File: config.mk
export PLATFORM = sky130hd
export DESIGN_NAME = bit_packer
export DESIGN_NICKNAME = d
export VERILOG_FILES = /design/src/rtl/bit_packer.sv
export SDC_FILE = /design/constraint.sdc
export NUM_CORES = 1
export LEC_CHECK = 0
export ABC_AREA = 0
export CAP_MARGIN = 25
export CORE_MARGIN = 2
export CORE_UTILIZATION = 25
export CTS_CLUSTER_DIAMETER = 100
export DETAILED_ROUTE_END_ITERATION = 10
export GPL_TIMING_DRIVEN = 0
export PLACE_DENSITY = 0.38
export SLEW_MARGIN = 20
export SYNTH_ARGS = -nofsm -noshare
export SYNTH_HDL_FRONTEND = slang
export SYNTH_SLANG_ARGS = --single-unit
File: constraint.sdc
create_clock -name clock -period 3.9 [get_ports clock]
set_clock_uncertainty 0.15 [all_clocks]
set_input_delay 0.39 -clock clock [delete_from_list [all_inputs] [get_ports clock]]
set_output_delay 0.39 -clock clock [all_outputs]
set_load 0.01 [all_outputs]
File: src/rtl/bit_packer.sv
`default_nettype none
// ============================================================================
// Module   : bit_packer
// Purpose  : Packs variable-length fields (0..15 bits) MSB-first into 32-bit
//            words. A flush pads any residual bits with zeros and emits them
//            as a final word.
// Ports    : clock   - single clock, rising edge
//            reset   - asynchronous, active-low reset
//            pushin  - field valid this cycle
//            lenin   - field length in bits (0..15)
//            datain  - field value, right-aligned in datain[lenin-1:0]
//            flush   - pad and emit the partial word
//            busy    - flush in progress; pushin/flush ignored while high
//            pushout - one-cycle pulse, dataout valid
//            dataout - packed word (first stream bit in dataout[31])
//            wordcnt - words emitted since reset (wraps)
//            fill    - residual bits currently held (0..31)
// Revision : 1.0 - initial release
// ============================================================================
module bit_packer #(
  parameter int CNTW = 16
) (
  input  logic            clock,
  input  logic            reset,
  input  logic            pushin,
  input  logic [3:0]      lenin,
  input  logic [14:0]     datain,
  input  logic            flush,
  output logic            busy,
  output logic            pushout,
  output logic [31:0]     dataout,
  output logic [CNTW-1:0] wordcnt,
  output logic [4:0]      fill
);

  // 31 residual bits + 15 incoming bits + 1 bit of margin.
  localparam int c_ACCW = 47;

  typedef enum logic [0:0] {
    ST_RUN   = 1'b0,
    ST_FLUSH = 1'b1
  } state_t;

  state_t              r_state;
  state_t              w_state_nxt;

  // Residual bits are kept right-aligned: the oldest bit sits at r_acc[r_fill-1].
  logic [c_ACCW-1:0]   r_acc;
  logic [c_ACCW-1:0]   w_acc_nxt;
  logic [c_ACCW-1:0]   w_combined;
  logic [c_ACCW-1:0]   w_keep;
  logic [4:0]          r_fill;
  logic [4:0]          w_fill_nxt;
  logic [14:0]         w_field;
  logic [5:0]          w_total;
  logic [5:0]          w_shift;
  logic                w_emit;
  logic [31:0]         w_word;
  logic                r_pushout;
  logic [31:0]         r_dataout;
  logic [CNTW-1:0]     r_wordcnt;

  // --------------------------------------------------------------------------
  // Datapath helpers: append the masked field below the residual bits.
  // --------------------------------------------------------------------------
  always_comb begin
    w_field    = datain & 15'((16'd1 << lenin) - 16'd1);
    w_combined = (r_acc << lenin) | {{(c_ACCW-15){1'b0}}, w_field};
    w_total    = {1'b0, r_fill} + {2'b00, lenin};
    // When a word completes, the bits beyond the top 32 form the new residue.
    w_shift    = w_total - 6'd32;
    // For totals 32..46 the new residue length is simply the low 5 bits.
    w_keep     = (c_ACCW'(1) << w_total[4:0]) - c_ACCW'(1);
  end

  // --------------------------------------------------------------------------
  // Next-state / next-datapath logic
  // --------------------------------------------------------------------------
  always_comb begin
    w_state_nxt = r_state;
    w_acc_nxt   = r_acc;
    w_fill_nxt  = r_fill;
    w_emit      = 1'b0;
    w_word      = r_dataout;

    case (r_state)
      ST_RUN: begin
        if (pushin && (lenin != 4'd0)) begin
          if (w_total >= 6'd32) begin
            w_emit     = 1'b1;
            w_word     = 32'(w_combined >> w_shift);
            w_fill_nxt = w_total[4:0];
            w_acc_nxt  = w_combined & w_keep;
          end else begin
            w_acc_nxt  = w_combined;
            w_fill_nxt = w_total[4:0];
          end
        end
        if (flush) begin
          w_state_nxt = ST_FLUSH;
        end
      end

      ST_FLUSH: begin
        if (r_fill != 5'd0) begin
          w_emit = 1'b1;
          // Move the residue to the top of the word, zeros below it.
          w_word = r_acc[31:0] << (6'd32 - {1'b0, r_fill});
        end
        w_acc_nxt   = '0;
        w_fill_nxt  = 5'd0;
        w_state_nxt = ST_RUN;
      end

      default: begin
        w_state_nxt = ST_RUN;
      end
    endcase
  end

  // --------------------------------------------------------------------------
  // State register
  // --------------------------------------------------------------------------
  always_ff @(posedge clock or negedge reset) begin
    if (!reset) begin
      r_state <= ST_RUN;
    end else begin
      r_state <= w_state_nxt;
    end
  end

  // --------------------------------------------------------------------------
  // Datapath registers
  // --------------------------------------------------------------------------
  always_ff @(posedge clock or negedge reset) begin
    if (!reset) begin
      r_acc     <= '0;
      r_fill    <= 5'd0;
      r_pushout <= 1'b0;
      r_dataout <= 32'd0;
      r_wordcnt <= '0;
    end else begin
      r_acc     <= w_acc_nxt;
      r_fill    <= w_fill_nxt;
      r_pushout <= w_emit;
      if (w_emit) begin
        r_dataout <= w_word;
        r_wordcnt <= r_wordcnt + {{(CNTW-1){1'b0}}, 1'b1};
      end
    end
  end

  assign busy    = (r_state == ST_FLUSH);
  assign pushout = r_pushout;
  assign dataout = r_dataout;
  assign wordcnt = r_wordcnt;
  assign fill    = r_fill;

endmodule
`default_nettype wire

# Word-level counts from Yosys, hierarchy flattened

Cells that the tools add are included.

Word-level logic and storage cells: 44
Output and inout bits: 55
Input port bits: 23
Bits in registers: 102

Muxes and demuxes: 15
Shift-type cells: 5
$lt $le $gt $ge: 1
Equal/unequal tests: 3
Bitwise gates (word level): 4
Reductions and logical operators: 4
$add $sub $neg: 6

Operators by type and width:

| operator                                                              | number |
|---|---|
| 32-bit two-way mux                                                    | 3 |
| 47-bit two-way mux                                                    | 2 |
| 47-bit one-hot mux with 2 select lines                                | 1 |
| 32-bit one-hot mux with 2 select lines                                | 1 |
| 47-bit AND                                                            | 1 |
| 47-bit by 15-bit bitwise OR with 47-bit output                        | 1 |
| 1-bit by 5-bit left shift with 47-bit output (first input constant)   | 1 |
| 47-bit by 4-bit left shift with 47-bit output                         | 1 |
| 47-bit by 6-bit >> shifter with 32-bit output                         | 1 |
| 47-bit by 2-bit subtractor with 47-bit output (second input constant) | 1 |
| 32-bit by 6-bit left shift with 32-bit output                         | 1 |
| 16-bit by 1-bit adder with 16-bit output (second input constant)      | 1 |
| 15-bit AND                                                            | 1 |
| 1-bit by 4-bit left shift with 15-bit output (first input constant)   | 1 |
| 15-bit by 1-bit subtractor with 15-bit output (second input constant) | 1 |
| 5-bit one-hot mux with 2 select lines                                 | 1 |
| 5-bit by 4-bit adder with 6-bit output                                | 1 |
| 6-bit >= comparator (second input constant)                           | 1 |
| 6-bit by 5-bit subtractor with 6-bit output (first input constant)    | 1 |
| 6-bit subtractor (second input constant)                              | 1 |
| 5-bit two-way mux                                                     | 1 |
| 5-bit nonzero test                                                    | 1 |
| 1-bit two-way mux                                                     | 4 |
| 2-bit != test (second input constant)                                 | 2 |
| other kinds (6)                                                       | 7 |

# Longest topological paths before layout

Depth after elaboration: 8
Depth in mapped cells: 19
Gate-level depth less buffers: 16

# Worst setup path before layout

No wires, ideal clock.

Kind: input to register
Start: input port lenin[1]
End: register r_acc[10]
Arrival time: 4.358 ns
Path slack: -0.686 ns
Buffers on the path: 7
Stages on the path: 16
Cells stage by stage: buf_2 > inv_2 > buf_1 > buf_1 > fa_1 > clkbuf_1 > buf_1 > clkbuf_1 > clkbuf_1 > nand3_1 > ha_1 > nor2_1 > a21oi_1 > o41ai_1 > o221ai_1 > a21oi_1

Cells in the longest elaborated chain, start to end: 8
Elaborated cells between the ends (all ways): 16
Those cells by class: add/sub: 3; order compare: 1; eq/ne: 1; shift: 3; mux: 3; bitwise: 3; reduce/logical: 2

Ends and longest elaborated chain:

| what                                                                                                  | RTL line | RTL |
|---|---|---|
| start, declared                                                                                       | 26       | `input logic [3:0] lenin,` |
| parallel branches: the longest is 8 deep, another holds 47-bit by 2-bit subtractor with 47-bit output | --       |  |
| end signal, assigned                                                                                  | 143      | `r_acc <= w_acc_nxt;` |
| end, declared                                                                                         | 48       | `logic [c_ACCW-1:0] r_acc;` |

Several ways; the timed one is not identified. The select of a mux whose other input is x is not followed.
A chain may end at the register's enable or synchronous reset.

# Final worst setup path

Start: register r_acc[4]
End: register r_dataout[0], in the netlist dataout[0]

Cells in the longest elaborated chain, start to end: 6
Elaborated cells between the ends (all ways): 8
Those cells by class: shift: 3; mux: 4; bitwise: 1

Ends and longest elaborated chain:

| what                                           | RTL line | RTL |
|---|---|---|
| 47-bit by 4-bit left shift with 47-bit output  | 68       | `w_combined = (r_acc << lenin) \| {{(c_ACCW-15){1'b0}}, w_field};` |
| 47-bit by 15-bit bitwise OR with 47-bit output | 68       |  |
| 47-bit by 6-bit >> shifter with 32-bit output  | 91       | `w_word = 32'(w_combined >> w_shift);` |
| 32-bit two-way mux                             | 89       | `if (w_total >= 6'd32) begin` |
| 32-bit two-way mux                             | 88       | `if (pushin && (lenin != 4'd0)) begin` |
| 32-bit one-hot mux with 2 select lines (*)     | 86       | `case (r_state)` |
| end signal, assigned                           | 147      | `r_dataout <= w_word;` |
| end, declared                                  | 60       | `logic [31:0] r_dataout;` |

Mark *: on every way between the ends. The rest lies on a longest branch, timed or not. The select of a mux whose other input is x is not followed.

==> impl_metrics.csv <==
group,metric,value,unit
synthesis,netlist_area,0.0122,mm^2
synthesis,synth.area.mux_share,35.8,%
pwr,power_leakage,5.78,nW
grt,grt_pass1_vias,12700,
clock_tree,htree_num_levels,3,
floorplan,core,0.0486,mm^2
clock_tree,clockBufferDepth,2,
synthesis,yosysUniqueCellTypes,81,
synthesis,synth_cells,1369,
setup_path,crit_path_start_kind,"flop",
placed_design,dp_hpwl,52.9,mm
synthesis,synth_edf_count,0,
grt,grt_pass1_wl,97.1,mm
synthesis,synth-adder-area-share,1.08,%
status,status,"complete, but fails checks",
pwr,comb_power_share,68.5,%
clock_tree,worst_skew_pair.late_latency,0.43,ns
synthesis,postSynthAreaPerCell,8.93,um^2
setup_path,reg2reg_from,"r_acc[4]$_DFFE_PN0P_",
synthesis,seq_area_frac_synth,20.9,%
layout,final_common_cell,"nand2_1",
synthesis,yosys_warnings,0,
drt,num_vias,12900,
pwr,p_clk_share,12.4,%
floorplan,die_h,225,um
grt,antenna_found_initial,0,
pwr,p_per_area,542,mW/mm^2
placed_design,gp_congestion,0.952,
layout,layout_common_cells,"189 x nand2_1, 116 x mux2i_1, 106 x nor2_1",
floorplan,die_x,225,um
setup_path,cp.required,4.07,ns
setup_path,worstPathArrival,4.09,ns
pwr,seq_power_share,19.1,%
sta,post-route-min-period,3.92,ns
drt,post-route-drc-count,0,
sta,rsz0062_at_grt,"yes",
placed_design,io_buffers,77,
synthesis,ys.flop_type,"dfrtp_1",
drt,dr.first_iter.drc_count,1309,
clock_tree,cts_made_buffers,9,
setup_path,critPathMaxFanout,10,
pwr,swShare,52.8,%
drt,routedWlPerCell,31.9,um
clock_tree,cts_tree,"yes",
clock_tree,cts-root-buf,"clkbuf_16",
floorplan,dieArea,0.0507,mm^2
sta,fmax,0.255,GHz
setup_path,cp-end-kind,"flop",
floorplan,row_count,81,
setup_path,worstReg2RegEnd,"dataout[0]$_DFFE_PN0P_",
pwr,irDropWorstVdd,0.209,mV
synthesis,synth_compound_area_share,19.7,%
grt,grt_use_total,26.7,%
sta,period_share,101,%
pwr,p_switching,0.00435,W
layout,drive_above_1_share,26.4,%
drt,ant_nets,0,
sta,hold_slack,0.323,ns
setup_path,criticalPathCategory,"flop to flop",
layout,final_nets,1521,
hold_path,hp-class,"input pin to asynchronous set/reset pin",
clock_tree,path_clk_slew,0.10,ns
sta,setup_violations,1,
floorplan,num_io_pins,78,
synthesis,synth_nets,1402,
sta,worst_slew_pin_slew,0.954,ns
setup_path,reg2reg_slack,-0.02,ns
drt,first_pass_iters,5,
drt,drt-total-wl,67.4,mm
pwr,internal-power,0.00389,W
synthesis,synth-xor-area-share,1.79,%
setup_path,r2r.worst_path.cells,9,
status,violations,"negative setup slack",
layout,area_growth,24.2,%
sta,maxSlewHeadroom,36.4,%
sta,drv_slew,0,
synthesis,yosys.area_share.simple,15.5,%
grt,grt-ovfl-total,0,
job,max_cap_viol_count,0,
clock_tree,clock_sinks,102,
drt,vias_per_cell,6.12,
layout,n_antenna_cell,0,
synthesis,ys_seq_elements,102,
sta,hold_viol,0,
synthesis,synth_top_family_by_area,"multiplexers",
sta,worst_slack,-0.0231,ns
synthesis,async_flop_share,100,%
pwr,finalPower,0.00824,W
grt,grt_start_max_net_pins,55,
floorplan,start_util,25.1,%
-- how the worst max path moves through the flow --
stage | cells after the start | from | endpoint
final | 9 | r_acc[4]$_DFFE_PN0P_ | dataout[0]$_DFFE_PN0P_
after global routing | 15 | fill[0]$_DFFE_PN0P_ | r_acc[20]$_DFFE_PN0P_
after CTS | 17 | lenin[1] | r_acc[20]$_DFFE_PN0P_
after detailed placement | 18 | lenin[2] | dataout[0]$_DFFE_PN0P_
after global placement | 15 | lenin[1] | r_acc[46]$_DFFE_PN0P_
after floorplan | 18 | lenin[1] | r_acc[10]$_DFFE_PN0P_
-- layer usage --
metal	global-route usage [%]	up-vias	part of all wire, %
li1	-	5504	-
met1	35.2	6620	42
met2	42.9	685	46
met3	5.35	127	7.5
met4	10.3	0	4.3
met5	0	-	0
-- synthesized netlist by cell type (all sizes together), types with 9 or more instances --
| library cell | number | share of area (%) |
|---|---|---|
| xnor2 | 15 | 1.1 |
| a31oi | 21 | 1.1 |
| o22ai | 22 | 1.1 |
| dfrtp | 102 | 21 |
| nor3 | 24 | 0.98 |
| xor2 | 10 | 0.72 |
| mux2 | 51 | 4.7 |
| o21ai | 77 | 3.2 |
| buf | 48 | 2.3 |
| mux2i | 138 | 11 |
| o211ai | 21 | 1.3 |
| ha | 9 | 0.92 |
| nor2 | 111 | 3.4 |
| inv | 14 | 0.43 |
| nor2b | 9 | 0.46 |
| mux4 | 106 | 20 |
| and2 | 13 | 0.67 |
| a21oi | 91 | 3.7 |
| a211oi | 16 | 0.98 |
| o31ai | 11 | 0.68 |
| clkbuf | 80 | 2.5 |
| nand3 | 32 | 1.3 |
| nand2 | 190 | 5.8 |
-- area by class of cell --
| cell class | instances | area (um^2) |
|---|---|---|
| Buffer | 124 | 807 |
| Clock buffer | 9 | 225 |
| Clock inverter | 7 | 65.1 |
| Fill cell | 5149 | 33500 |
| Inverter | 15 | 63.8 |
| Multi-Input combinational cell | 1124 | 9630 |
| Sequential cell | 102 | 2550 |
| Tap cell | 622 | 778 |
| Timing Repair Buffer | 112 | 1070 |
-- critical path: stages, from the launching register on --
cell and delay [ns]:
dfrtp_1 0.44, clkbuf_1 0.37, mux4_2 0.63, mux2i_1 0.53, o2bb2ai_1 0.34, o31ai_4 0.38
nor3_1 0.10, nor4_2 0.34, o22ai_1 0.17, o32a_1 0.35
-- cell families after synthesis --
logic type	Yosys count
mux	295
simple gates	429
xor+xnor	25
fa+ha+maj	10
buf+inv	143
flops	102
compound gates	365
-- power by group through the flow --
stage	Sequential, W	Combinational (W)	Clock [W]
finish	0.00157	0.00564	0.00102
global route	0.00161	0.00591	0.00110
CTS	0.00157	0.00534	0.00106
detailed placement	0.00159	0.00496	0
global placement	0.00158	0.00501	0
floorplan	0.00157	0.00290	0
-- through the flow --
step,util (%),std cells,instance area [um^2],TNS (ns),setup WS (ns)
global route,31.2,2115,15200,-0.106,-0.0844
global placement,28.3,2068,13800,-371.74,-2.26
finish,31.2,2115,15200,-0.0231,-0.0231
detailed placement,28.4,2072,13800,-137.16,-2.23
floorplan,-,1369,12200,-0.127,-0.127
CTS,30.6,2105,14900,-0.0320,-0.0320
-- flip-flops by register name, summed over array words and instances (netlist names) --
| register | flops |
|---|---|
| busy | 1 |
| pushout | 1 |
| r_acc | 47 |
| wordcnt | 16 |
| fill | 5 |
| dataout | 32 |
-- timing repair --
action | CTS | global route
hold buffers | 1 | 0
setup endpoints to repair | 94 | 55
resized for setup | 175 | 87
pin swaps | 12 | 14
buffers inserted | 18 | 12
endpoints found under the hold margin | 48 | 0
No activity file was read; power rests on OpenSTA's default activity.
